**src/rtl/mips_ctrl_pkg.sv**
```systemverilog
// Shared encodings for the multicycle MIPS main control: FSM states, opcodes,
// ALUOp, ALUSrcB and PCSource selector values.
package mips_ctrl_pkg;

    typedef enum logic [3:0] {
        S_IDLE      = 4'd0,
        S_FETCH     = 4'd1,
        S_DECODE    = 4'd2,
        S_MEM_ADDR  = 4'd3,
        S_MEM_READ  = 4'd4,
        S_MEM_WB    = 4'd5,
        S_MEM_WRITE = 4'd6,
        S_EXECUTE   = 4'd7,
        S_R_WB      = 4'd8,
        S_BRANCH    = 4'd9,
        S_JUMP      = 4'd10,
        S_ADDI_EX   = 4'd11,
        S_ADDI_WB   = 4'd12
    } state_t;

    localparam logic [5:0] OP_RTYPE = 6'b000000;
    localparam logic [5:0] OP_LW    = 6'b100011;
    localparam logic [5:0] OP_SW    = 6'b101011;
    localparam logic [5:0] OP_BEQ   = 6'b000100;
    localparam logic [5:0] OP_J     = 6'b000010;
    localparam logic [5:0] OP_ADDI  = 6'b001000;

    localparam logic [1:0] ALUOP_ADD   = 2'b00;
    localparam logic [1:0] ALUOP_SUB   = 2'b01;
    localparam logic [1:0] ALUOP_FUNCT = 2'b10;

    localparam logic [1:0] SRCB_B       = 2'b00;
    localparam logic [1:0] SRCB_FOUR    = 2'b01;
    localparam logic [1:0] SRCB_IMM     = 2'b10;
    localparam logic [1:0] SRCB_IMM_SH2 = 2'b11;

    localparam logic [1:0] PCSRC_ALU    = 2'b00;
    localparam logic [1:0] PCSRC_ALUOUT = 2'b01;
    localparam logic [1:0] PCSRC_JUMP   = 2'b10;

endpackage

```
**src/rtl/multicycle_main_control.sv**
```systemverilog
// Main control FSM for the multicycle MIPS datapath; counts retired instructions.
// Latency: lw 5, sw/R-type/addi 4, beq/j 3 cycles from FETCH entry with zero-wait memory.
// Backpressure: FETCH, MEM_READ and MEM_WRITE hold their requests until mem_ready=1.
module multicycle_main_control
    import mips_ctrl_pkg::*;
#(
    parameter int ADDI_EN = 1,
    parameter int CNT_W   = 32
) (
    input  logic             clk,
    input  logic             reset,
    input  logic [5:0]       opcode,
    input  logic             mem_ready,
    output logic             PCWrite,
    output logic             PCWriteCond,
    output logic             IorD,
    output logic             MemRead,
    output logic             MemWrite,
    output logic             IRWrite,
    output logic             MemtoReg,
    output logic             RegDst,
    output logic             RegWrite,
    output logic             ALUSrcA,
    output logic [1:0]       ALUSrcB,
    output logic [1:0]       ALUOp,
    output logic [1:0]       PCSource,
    output logic [3:0]       state,
    output logic             instr_done,
    output logic             illegal_op,
    output logic [CNT_W-1:0] retired_count
);

    state_t cur_state, nxt_state;
    logic   is_store;

    always_ff @(posedge clk or posedge reset) begin
        if (reset) cur_state <= S_IDLE;
        else       cur_state <= nxt_state;
    end

    // MEM_ADDR picks lw vs sw from this flag, so opcode may change after DECODE.
    always_ff @(posedge clk or posedge reset) begin
        if (reset)                       is_store <= 1'b0;
        else if (cur_state == S_DECODE)  is_store <= (opcode == OP_SW);
    end

    always_ff @(posedge clk or posedge reset) begin
        if (reset)           retired_count <= '0;
        else if (instr_done) retired_count <= retired_count + CNT_W'(1);
    end

    assign state = cur_state;

    always_comb begin
        nxt_state   = S_IDLE;
        PCWrite     = 1'b0;
        PCWriteCond = 1'b0;
        IorD        = 1'b0;
        MemRead     = 1'b0;
        MemWrite    = 1'b0;
        IRWrite     = 1'b0;
        MemtoReg    = 1'b0;
        RegDst      = 1'b0;
        RegWrite    = 1'b0;
        ALUSrcA     = 1'b0;
        ALUSrcB     = SRCB_B;
        ALUOp       = ALUOP_ADD;
        PCSource    = PCSRC_ALU;
        instr_done  = 1'b0;
        illegal_op  = 1'b0;

        case (cur_state)
            S_IDLE: nxt_state = S_FETCH;
            S_FETCH: begin
                MemRead   = 1'b1;
                ALUSrcB   = SRCB_FOUR;
                IRWrite   = mem_ready;
                PCWrite   = mem_ready;
                nxt_state = mem_ready ? S_DECODE : S_FETCH;
            end
            S_DECODE: begin
                ALUSrcB = SRCB_IMM_SH2;
                case (opcode)
                    OP_RTYPE:     nxt_state = S_EXECUTE;
                    OP_LW, OP_SW: nxt_state = S_MEM_ADDR;
                    OP_BEQ:       nxt_state = S_BRANCH;
                    OP_J:         nxt_state = S_JUMP;
                    OP_ADDI: begin
                        if (ADDI_EN != 0) begin
                            nxt_state = S_ADDI_EX;
                        end else begin
                            illegal_op = 1'b1;
                            nxt_state  = S_FETCH;
                        end
                    end
                    default: begin
                        illegal_op = 1'b1;
                        nxt_state  = S_FETCH;
                    end
                endcase
            end
            S_MEM_ADDR: begin
                ALUSrcA   = 1'b1;
                ALUSrcB   = SRCB_IMM;
                nxt_state = is_store ? S_MEM_WRITE : S_MEM_READ;
            end
            S_MEM_READ: begin
                MemRead   = 1'b1;
                IorD      = 1'b1;
                nxt_state = mem_ready ? S_MEM_WB : S_MEM_READ;
            end
            S_MEM_WB: begin
                RegWrite   = 1'b1;
                MemtoReg   = 1'b1;
                instr_done = 1'b1;
                nxt_state  = S_FETCH;
            end
            S_MEM_WRITE: begin
                MemWrite   = 1'b1;
                IorD       = 1'b1;
                instr_done = mem_ready;
                nxt_state  = mem_ready ? S_FETCH : S_MEM_WRITE;
            end
            S_EXECUTE: begin
                ALUSrcA   = 1'b1;
                ALUOp     = ALUOP_FUNCT;
                nxt_state = S_R_WB;
            end
            S_R_WB: begin
                RegWrite   = 1'b1;
                RegDst     = 1'b1;
                instr_done = 1'b1;
                nxt_state  = S_FETCH;
            end
            S_BRANCH: begin
                ALUSrcA     = 1'b1;
                ALUOp       = ALUOP_SUB;
                PCWriteCond = 1'b1;
                PCSource    = PCSRC_ALUOUT;
                instr_done  = 1'b1;
                nxt_state   = S_FETCH;
            end
            S_JUMP: begin
                PCWrite    = 1'b1;
                PCSource   = PCSRC_JUMP;
                instr_done = 1'b1;
                nxt_state  = S_FETCH;
            end
            S_ADDI_EX: begin
                ALUSrcA   = 1'b1;
                ALUSrcB   = SRCB_IMM;
                nxt_state = S_ADDI_WB;
            end
            S_ADDI_WB: begin
                RegWrite   = 1'b1;
                instr_done = 1'b1;
                nxt_state  = S_FETCH;
            end
            default: nxt_state = S_IDLE;
        endcase
    end

endmodule
```
**config.mk**
```make
export PLATFORM = sky130hd
export DESIGN_NAME = multicycle_main_control
export DESIGN_NICKNAME = d
export VERILOG_FILES = /design/src/rtl/mips_ctrl_pkg.sv /design/src/rtl/multicycle_main_control.sv
export SDC_FILE = /design/constraint.sdc
export NUM_CORES = 1
export LEC_CHECK = 0
export BUFFER_PORTS_ARGS = -buffer_cell sky130_fd_sc_hd__buf_2
export CORE_ASPECT_RATIO = 1.2
export CORE_MARGIN = 10
export CORE_UTILIZATION = 54
export DETAILED_ROUTE_END_ITERATION = 12
export PLACE_DENSITY = 0.84
export REMOVE_ABC_BUFFERS = 1
export SYNTH_ARGS = -nofsm -noshare
export SYNTH_HDL_FRONTEND = slang
export SYNTH_SLANG_ARGS = --single-unit
```
**constraint.sdc**
```tcl
create_clock -name clk -period 3.44 [get_ports clk]
set_input_delay 0.688 -clock clk [delete_from_list [all_inputs] [get_ports clk]]
set_output_delay 0.688 -clock clk [all_outputs]
set_load 0.03 [all_outputs]
```
Word level (Yosys, flattened, before mapping)
Cells that the tools add are included. W data, S select, Z words.

Bits in registers: 37. Logic and storage cells: 54. Input port bits: 9. Output and inout bits: 54.

Equal/unequal tests: 17. $add $sub $neg: 1. Muxes and demuxes: 22. Reductions and logical operators: 11.

Operators by type and width (number): $add A32 B1 Y32 const B (1); $pmux W4 S8 (1); $eq A4 B4 Y1 const B (5); $pmux W4 S5 (1); $eq A4 B3 Y1 const B (4); $eq A6 B6 Y1 const B (2); $mux W1 (12); $reduce_or A6 Y1 (2); $eq A4 B2 Y1 const B (2); $pmux W2 S2 (2); $reduce_or A2 Y1 (4); $eq A6 B2 Y1 const B (1); $eq A6 B3 Y1 const B (1); $eq A6 B4 Y1 const B (1); $logic_not A6 Y1 (1); $pmux W2 S3 (1); $reduce_or A5 Y1 (1); $eq A4 B1 Y1 const B (1); $logic_not A4 Y1 (1); $mux W2 (2); $pmux W1 S2 (2); $reduce_or A4 Y1 (1); $mux W3 (1); $reduce_or A3 Y1 (1).

Depth between registers and ports, before layout
Word-level depth: 4. Gate-level depth with buffers: 7. Depth with buffers taken out: 6.

Worst setup path after synthesis
No wires, ideal clock.

Kind: register -> output. Start: reg cur_state[0], in the netlist state[0]. End: out PCWrite. Arrival time: 2.391 ns. Slack: 0.361 ns. Path buffers: 1. Stages on the path, launching flop included: 5. Cells stage by stage: dfrtp_1 -> clkbuf_1 -> nand2b_1 -> nor4b_1 -> or2_2.

Cells in the longest elaborated chain, start to end: 2. Elaborated cells between the ends (all ways): 3.

RTL lines: start: declaration (line multicycle_main_control.sv:33) `state_t cur_state, nxt_state;`; start signal: assignment (line multicycle_main_control.sv:38) `else cur_state <= nxt_state;`; $eq A4 B4 Y1 / $eq A4 B1 Y1 (equally long branches) (line multicycle_main_control.sv:72) `case (cur_state)`; $pmux W1 S2 (*) (line multicycle_main_control.sv:72); end: declaration (line multicycle_main_control.sv:14) `output logic PCWrite,`.

Mark *: on every way between the ends. The rest lies on a longest branch, timed or not.

Worst setup path in the final report
Start: reg cur_state[0], in the netlist state[0]. End: out illegal_op.

Cells in the longest elaborated chain, start to end: 2.

RTL lines: $eq A4 B2 Y1 (line multicycle_main_control.sv:72); $mux W1 (line multicycle_main_control.sv:72); end: declaration (line multicycle_main_control.sv:29) `output logic illegal_op,`.

Every way passes these cells.

==> flow_metrics.tcl <==
set metrics [dict create \
    antenna_left 0 \
    yosys-top-cells-area "dfrtp_1 (46%), xnor2_1 (12%), nand4_1 (4.7%)" \
    cts-root-buf "clkbuf_8" \
    synth_top_area_share_pct 46.4 \
    drt_iter0_drc 93 \
    numCtsBuffers 5 \
    routed_wirelength_mm 4.86 \
    die_x_um 75.5 \
    postSynth.asyncResetShare_pct 100 \
    crit_type "reg2out" \
    clkTransAtPathRegs_ns 0.08 \
    grt_pass1_wl_mm 7.87 \
    netlist-cell-type-count 40 \
    initial_core_util_pct 55.4 \
    critPathMaxFanout 13 \
    avgViaCountPerCell 5.78 \
    syn_avg_cell_area_um2 9.98 \
    syn_area_um2 2000 \
    utilization_pct 67.3 \
    via_count 1740 \
    drive_gt1_share_pct 30.5 \
    hold_viol 0 \
    dp_slack_ns 0.925 \
    finalSetupViolCount 0 \
    worst_pin_slew_ns 0.635 \
    cp.required_ns 2.75 \
    ys_seq_elements 37 \
    cts_hold_buf 0 \
    syn-instance-count 200 \
    ys_seq_area_share_pct 46.4 \
    area_growth_pct 21.4 \
    htreeDepth 2 \
    drv_slew 0 \
    place_hpwl_mm 3.64 \
    gp_congestion 0.922 \
    wl_per_cell_um 16.2 \
    grt_max_degree 38 \
    io_pins 63 \
    fin_crit_sh_pct 77.7 \
    grt_usage_pct 15.2 \
    end_kind "primary output" \
    yosysTopAreaCell "dfrtp_1" \
    min_path_type "reg2reg" \
    cts_buffer_depth 2 \
    rr_worst_depth 4 \
    rsz0062_at_grt "no" \
    firstDrtPassIters 4 \
    overflow 0 \
    io_buffers 62 \
    rrSetupSlack_ns 1.31 \
    nets 271 \
    cap_violations 0 \
    setup_tns_ns 0 \
    die-area_um2 6540 \
    vdd_ir_drop_max_v 0.000497 \
    core_area_um2 3600 \
    cts_setup_buffers 0 \
    holdPathEnd "retired_count[31]$_DFFE_PP0P_" \
    arrival_ns 1.99 \
    r2r_start "state[3]$_DFF_PP0_" \
    slew_headroom_pct 57.7 \
    hold_depth 1 \
    drcViolationCount 0 \
    antenna_found_initial 0 \
    core.rowCount 24 \
    tritoncts "built" \
    grt_pass1_vias 1705 \
    min_from "retired_count[31]$_DFFE_PP0P_" \
    status "finished clean" \
    ys.warnings.count 0 \
    clock_latency_ns 0.29 \
    rr_endpoint "retired_count[27]$_DFFE_PP0P_" \
    power.density_nw_per_um2 670 \
    p_leak_nw 1.21 \
    fin_crit_ns 2.67 \
    synth_edf_count 0 \
    setup.worst_path.start_class "register" \
    synth_flop_cell "dfrtp_1" \
    setup_slack_ns 0.767 \
    clock_skew_ns 0.00448 \
    cts_resized 0 \
    fmax_mhz 374 \
    antenna_cells 0 \
    cts.sinks 37 \
    die_h_um 86.6 \
]
[sequential cells by signal, indices dropped and copies added, names as in the netlist]
name and count:
state 4, is_store 1, retired_count 32
[kinds of logic after synthesis]
kind of cell | synth area share (%)
adders and majority gates | 1.19
muxes | 1.07
and+or+nand+nor | 24.5
buffers and inverters | 4.07
DFF | 46.4
AOI/OAI and AO/OA | 8.72
xor gates and xnor gates | 14.0
[where the power goes]
part | switching (W) | internal (W) | leakage, nW | total (W)
combinational | 0.000449 | 0.000191 | 0.655 | 0.000641
sequential | 0.000102 | 0.000489 | 0.499 | 0.000591
clock | 0.000156 | 0.000236 | 0.0574 | 0.000392
total | 0.000707 | 0.000916 | 1.21 | 0.00162
[worst max-delay path, cell delays in order, from the launching register on]
cell,delay [ns]
dfrtp_1,0.53
inv_1,0.24
nand2_1,0.14
nor3_1,0.31
nand2_1,0.11
nor3_1,0.14
buf_2,0.23
[synth_stat cells (3+ instances only)]
cell type / count
nand4_1: 15
and4_1: 5
xnor2_1: 27
o22ai_1: 3
nor3_1: 7
inv_1: 6
nand2b_1: 4
nand2_1: 21
nor2_1: 12
a21oi_1: 6
and3_1: 7
clkbuf_1: 3
xor2_1: 5
nand3_1: 7
o21ai_0: 4
dfrtp_1: 37
[how the worst max path moves through the flow]
stage / start / cells past startpoint / endpoint / slack (ns)
after floorplan: state[2]$_DFF_PP0_ / 3 / PCWrite / 0.48
after global placement: opcode[0] / 6 / illegal_op / 0.97
after detailed placement: opcode[0] / 6 / illegal_op / 0.92
after CTS: state[0]$_DFF_PP0_ / 6 / illegal_op / 0.77
after global routing: state[0]$_DFF_PP0_ / 6 / illegal_op / 0.55
final: state[0]$_DFF_PP0_ / 6 / illegal_op / 0.77
[cell type report]
type	instances	area (um^2)
inverter	6	22.5
timing repair buffer	63	318
sequential	37	926
multi-input combinational	148	988
clock inverter	2	37.5
tap	39	48.8
fill	293	1180
clock buffer	6	82.6
[per-layer routing]
layer  up-vias  share of wire (%)  track usage, %
li1        828                  -               -
met1       818                 40            17.6
met2        84                 47            24.7
met3        10                 10            5.38
met4         0                2.1            6.09
met5         -                  0               0
[through the flow]
stage	hold slack [ns]	cells	power, W	instance area, um^2
floorplan	0.514	191	0.00104	1940
detailed placement	0.457	293	0.00124	2300
global route	0.499	301	0.00171	2420
global placement	0.455	293	0.00123	2300
CTS	0.472	301	0.00164	2420
finish	0.467	301	0.00162	2420
[placed cells by master (no fill, tap or decap), types with 6 or more instances in the layout]
cell type,count
a21oi_1,6
and3_1,7
buf_2,62
clkbuf_8,6
dfrtp_1,37
inv_1,6
nand2_1,21
nand3_1,7
nand4_1,15
nor2_1,12
nor3_1,7
xnor2_1,27
No activity file was read; power rests on OpenSTA's default activity.
